[src/rtl/alu_arbiter_pkg.sv]
// Shared datapath definitions for the two-requester ALU arbiter:
// operand/result widths, ALU control codes and response buffer states.
package alu_arbiter_pkg;

  localparam int OP_W   = 16;
  localparam int RES_W  = 32;
  localparam int CTRL_W = 3;

  typedef enum logic [CTRL_W-1:0] {
    ALU_ADD  = 3'b000,
    ALU_SUB  = 3'b001,
    ALU_MOVE = 3'b010,
    ALU_SWAP = 3'b011,
    ALU_AND  = 3'b100,
    ALU_OR   = 3'b101
  } alu_ctrl_e;

  typedef enum logic {
    RSP_EMPTY = 1'b0,
    RSP_FULL  = 1'b1
  } rsp_state_e;

endpackage

[src/rtl/alu_arbiter_rr_arb2.sv]
// Two-way round-robin grant: a lone requester wins outright, and on
// contention the requester that was not granted most recently wins.
module rr_arb2 (
  input  logic [1:0] valid,
  input  logic       last_gnt,
  output logic [1:0] grant
);

  always_comb begin
    grant = 2'b00;
    unique case (valid)
      2'b01:   grant = 2'b01;
      2'b10:   grant = 2'b10;
      2'b11:   grant = last_gnt ? 2'b01 : 2'b10;
      default: grant = 2'b00;
    endcase
  end

endmodule

[src/rtl/alu_arbiter.sv]
// Shares one external combinational ALU between two requesters and
// buffers a single registered response with valid/ready handshake.
module alu_arbiter
  import alu_arbiter_pkg::*;
#(
  parameter int CNT_W = 8
) (
  input  logic              clk,
  input  logic              rst_n,
  input  logic              req0_valid,
  input  logic              req1_valid,
  input  logic [OP_W-1:0]   req0_op1,
  input  logic [OP_W-1:0]   req0_op2,
  input  logic [OP_W-1:0]   req1_op1,
  input  logic [OP_W-1:0]   req1_op2,
  input  logic [CTRL_W-1:0] req0_ctrl,
  input  logic [CTRL_W-1:0] req1_ctrl,
  output logic              req0_ready,
  output logic              req1_ready,
  output logic [OP_W-1:0]   alu_op1,
  output logic [OP_W-1:0]   alu_op2,
  output logic [CTRL_W-1:0] alu_ctrl,
  input  logic [RES_W-1:0]  alu_result,
  input  logic              alu_overflow,
  output logic              rsp_valid,
  output logic              rsp_id,
  output logic [RES_W-1:0]  rsp_result,
  output logic              rsp_overflow,
  input  logic              rsp_ready,
  output logic [CNT_W-1:0]  ovf_count
);

  rsp_state_e       state_q, state_d;
  logic             lastGnt_q, lastGnt_d;
  logic             rspId_q, rspId_d;
  logic [RES_W-1:0] rspResult_q, rspResult_d;
  logic             rspOvf_q, rspOvf_d;
  logic [CNT_W-1:0] ovfCount_q, ovfCount_d;

  logic [1:0] grant;
  logic       canAccept;
  logic       accept;

  rr_arb2 u_rr_arb2 (
    .valid    ({req1_valid, req0_valid}),
    .last_gnt (lastGnt_q),
    .grant    (grant)
  );

  // Ready is gated by rst_n so nothing handshakes while reset is held.
  always_comb begin
    canAccept  = (state_q == RSP_EMPTY) | rsp_ready;
    req0_ready = grant[0] & canAccept & rst_n;
    req1_ready = grant[1] & canAccept & rst_n;
    accept     = req0_ready | req1_ready;

    alu_op1  = '0;
    alu_op2  = '0;
    alu_ctrl = ALU_MOVE;
    if (grant[0]) begin
      alu_op1  = req0_op1;
      alu_op2  = req0_op2;
      alu_ctrl = req0_ctrl;
    end else if (grant[1]) begin
      alu_op1  = req1_op1;
      alu_op2  = req1_op2;
      alu_ctrl = req1_ctrl;
    end
  end

  always_comb begin
    state_d     = state_q;
    lastGnt_d   = lastGnt_q;
    rspId_d     = rspId_q;
    rspResult_d = rspResult_q;
    rspOvf_d    = rspOvf_q;
    ovfCount_d  = ovfCount_q;

    unique case (state_q)
      RSP_EMPTY: if (accept) state_d = RSP_FULL;
      RSP_FULL:  if (!accept && rsp_ready) state_d = RSP_EMPTY;
      default:   state_d = RSP_EMPTY;
    endcase

    if (accept) begin
      lastGnt_d   = req1_ready;
      rspId_d     = req1_ready;
      rspResult_d = alu_result;
      rspOvf_d    = alu_overflow;
      if (alu_overflow && (ovfCount_q != {CNT_W{1'b1}}))
        ovfCount_d = ovfCount_q + CNT_W'(1);
    end
  end

  // last_gnt resets to 1 so requester 0 wins the first contention.
  always_ff @(posedge clk or negedge rst_n) begin
    if (!rst_n) begin
      state_q     <= RSP_EMPTY;
      lastGnt_q   <= 1'b1;
      rspId_q     <= 1'b0;
      rspResult_q <= '0;
      rspOvf_q    <= 1'b0;
      ovfCount_q  <= '0;
    end else begin
      state_q     <= state_d;
      lastGnt_q   <= lastGnt_d;
      rspId_q     <= rspId_d;
      rspResult_q <= rspResult_d;
      rspOvf_q    <= rspOvf_d;
      ovfCount_q  <= ovfCount_d;
    end
  end

  assign rsp_valid    = (state_q == RSP_FULL);
  assign rsp_id       = rspId_q;
  assign rsp_result   = rspResult_q;
  assign rsp_overflow = rspOvf_q;
  assign ovf_count    = ovfCount_q;

endmodule

[config.mk]
export PLATFORM = sky130hd
export DESIGN_NAME = alu_arbiter
export DESIGN_NICKNAME = d
export VERILOG_FILES = /design/src/rtl/alu_arbiter_pkg.sv /design/src/rtl/alu_arbiter_rr_arb2.sv /design/src/rtl/alu_arbiter.sv
export SDC_FILE = /design/constraint.sdc
export NUM_CORES = 1
export LEC_CHECK = 0
export CORE_MARGIN = 1
export CORE_UTILIZATION = 29
export DETAILED_ROUTE_END_ITERATION = 10
export PLACE_DENSITY = 0.75
export SLEW_MARGIN = 20
export SYNTH_ARGS = -nofsm -noshare
export SYNTH_HDL_FRONTEND = slang
export SYNTH_SLANG_ARGS = --single-unit
[constraint.sdc]
create_clock -name clk -period 1.6 [get_ports clk]
set_input_delay 0.48 -clock clk [delete_from_list [all_inputs] [get_ports clk]]
set_output_delay 0.48 -clock clk [all_outputs]
set_load 0.01 [all_outputs]
==> impl_metrics.ini <==
[route]
routed_wl_um = 9030
drt_iter0_markers = 44
drcViolationCount = 0
routed-via-count = 2396
first_pass_iters = 4
wire_per_inst_um = 18.3
ant_nets = 0
vias_per_cell = 4.86

[clock_tree]
clk_latency_ps = 290
cts_max_level = 2
root_buffer = clkbuf_8
cts_tree = yes
cts.sinks = 44
postCtsHoldBufs = 0
cts_made_buffers = 5
clk_path_buf_depth = 2
path_clk_slew_ps = 90

[global_route]
antenna_found_initial = 0
grt_usage_pct = 21.6
overflow = 0
grt_pass1_wl_um = 12500
grt_max_degree = 46
first_global_vias = 2475

[sta]
fin_tns_setup_ps = -20250
hold-worst-slack_ps = 451
hold_violations = 0
setup_viol = 73
slew_headroom_pct = 61.6
fmax_ghz = 0.457
post-route-period-util_pct = 137
worst_slew_pin_slew_ps = 576
maxSlewViolCount = 0
timing.final.crit_period_ps = 2190
setup_ws_ps = -589
grt_setup_unrepaired = true
clock-skew-final_ps = 8.70

[worst_setup_path]
critical_path.cell_chain = nand2b_4, and2_4, buf_8, buf_16, a22o_1, buf_2
arrival_ps = 1710
path_class = reg -> out
critPathMaxFanout = 8
cp_slowest_cell = dfstp_2
endpoint_kind = primary output
critical_path.max_stage_delay_ps = 560
cp-start-kind = register
crit_required_ps = 1120

[floorplanning]
rows = 31
dieArea_sq_mm = 0.00793
ios = 188
start_util_pct = 30.1
die_w_um = 89.1
die_h_um = 89.1
coreArea_sq_mm = 0.00729

[run_status]
failed_checks = setup timing
status = complete, but fails checks

[layout]
fillers = 584
syn_to_final_growth_pct = 113
diodes = 0
seqCellArea_sq_mm = 0.00110
nets = 503
drive_above_1_share_pct = 35.5
multi_input_area_sq_mm = 0.00117
final_core_utilization_pct = 64.3

[placement]
io_buffer_count = 187
gp_congestion = 0.751
dp_hpwl_um = 6150

[logic_synthesis]
yosysWarnings = 0
ys_seq_area_share_pct = 50.1
syn-cell-area_sq_mm = 0.00220
post_synth.cell_area_avg_sq_um = 12.6
yosysUniqueCellTypes = 28
netlist_instances = 174
ys_ff_latch = 44
syn-num-nets = 283

[power_and_ir_drop]
clockPowerShare_pct = 22.1
p_switching_mw = 1.34
seqPwrFrac_pct = 33.1
leakagePower_nw = 2.22
p_per_area_mw_per_mm2 = 953
intPower_mw = 3.13
p_comb_share_pct = 44.7
swShare_pct = 30.0
ir_worst_vdd_v = 0.000801

[job]
cap_violations = 0

[hold_path]
holdCritPathClass = in -> async
[layer usage]
| metal | track usage (%) | vias to the layer above | wire length, um | share of wire, % |
|---|---|---|---|---|
| met2 | 42.9 | 129 | 4970 | 55 |
| met4 | 8.80 | 0 | 285 | 3.2 |
| met5 | 0 | - | 0 | 0 |
| li1 | - | 1093 | - | - |
| met1 | 20.6 | 1151 | 2960 | 33 |
| met3 | 6.09 | 23 | 815 | 9.0 |
[per-stage QoR]
step           cells  setup slack, ps  area [sq um]  power (mW)
6_report         493             -589          4690        4.47
5_1_grt          493             -675          4690        4.69
4_1_cts          491             -560          4540        4.37
3_5_place_dp     468            -1010          4310        3.34
3_3_place_gp     468             -989          4310        3.29
2_1_floorplan    174            -63.7          2250        2.21
[registers in the layout (all words and copies together) (netlist names)]
signal        count
rsp_result       32
rsp_id            1
rsp_overflow      1
rsp_valid         1
ovf_count         8
lastGnt_q         1
[cell families (layout without fill, tap and decap cells)]
kind of cell    count (synthesis)  after routing  synth area share (%)
compound gates                 44             44                  18.0
flops                          44             44                  50.1
mux                            36             36                  18.4
simple gates                   32             32                  8.31
buf+inv                        14            234                  3.30
xor+xnor                        3              3                  1.20
fa+ha+maj                       1              1                 0.569
[power groups by stage]
stage	registers, mW	clock network [mW]	logic [mW]
after global placement	1.52	0	1.76
final	1.48	0.988	2.00
after global routing	1.51	1.05	2.13
after CTS	1.48	1.02	1.87
after detailed placement	1.54	0	1.80
after floorplan	1.61	0	0.599
[placed cells by master, fill, tap and decap left out, types with 5 or more instances in the layout]
cell type,n
a22o_1,34
buf_4,21
dfrtp_1,42
buf_2,34
mux2_4,14
clkdlybuf4s50_1,102
nand2_1,13
buf_6,7
buf_16,6
mux2_2,22
o21ai_0,5
buf_12,5
dlygate4sd2_1,45
clkbuf_8,5
[repair_timing]
action                                  in CTS  in global routing
pin swaps                                    5                 13
setup buffers                                9                  3
resized for setup                          219                 35
endpoints found under the setup margin     120                 77
cloned                                       7                  1
[critical path, delay by kind of cell, from the launching register on]
family | cells | cell delay [ps]
AO/OA/AOI/OAI | 1 | 140
buffers and inverters | 3 | 400
flip-flops | 1 | 560
AND/OR/NAND/NOR | 2 | 310
[cells in the mapped netlist]
master | number | area share [%]
inv_1 | 2 | 0.34
buf_2 | 10 | 2.3
dfstp_2 | 1 | 1.2
nor4_2 | 1 | 0.57
nand2b_2 | 1 | 0.40
mux2_2 | 36 | 18
nand2_1 | 16 | 2.7
clkbuf_1 | 1 | 0.17
dfrtp_1 | 43 | 49
nand2b_4 | 1 | 0.63
ha_1 | 1 | 0.57
nor3_1 | 2 | 0.46
buf_6 | 1 | 0.51
nor3b_4 | 1 | 0.85
a22o_1 | 34 | 14
nor4_1 | 2 | 0.57
xor2_1 | 3 | 1.2
a2111oi_4 | 1 | 1.3
and4_2 | 1 | 0.46
nand2b_1 | 1 | 0.28
o211ai_4 | 1 | 0.97
nand3_1 | 2 | 0.46
o22a_1 | 1 | 0.40
o21ai_0 | 5 | 1.1
a211o_1 | 1 | 0.40
nor2_1 | 2 | 0.34
and2_1 | 2 | 0.57
a21o_1 | 1 | 0.34
[area by class of cell]
class,count,share of cell area [%]
timing repair buffer,225,46.0
multi-input combinational,116,25.0
clock buffer,5,1.47
clock inverter,2,1.28
inverter,2,0.160
sequential,44,23.5
tap,99,2.64
[final timing paths]
kind                              start      endpoint  slack [ps]  cells past startpoint
max                           lastGnt_q   alu_op2[10]        -590                      6
min                               rst_n  ovf_count[0]         450                      3
max reg2reg                   rsp_valid  ovf_count[3]         -10                      6
min reg2reg                rsp_overflow  rsp_overflow         500                      2
max in group asynchronous         rst_n  ovf_count[2]         730                      3
min in group clk           rsp_overflow  rsp_overflow         500                      2
Note: power is estimated with default switching activity, not from simulation.
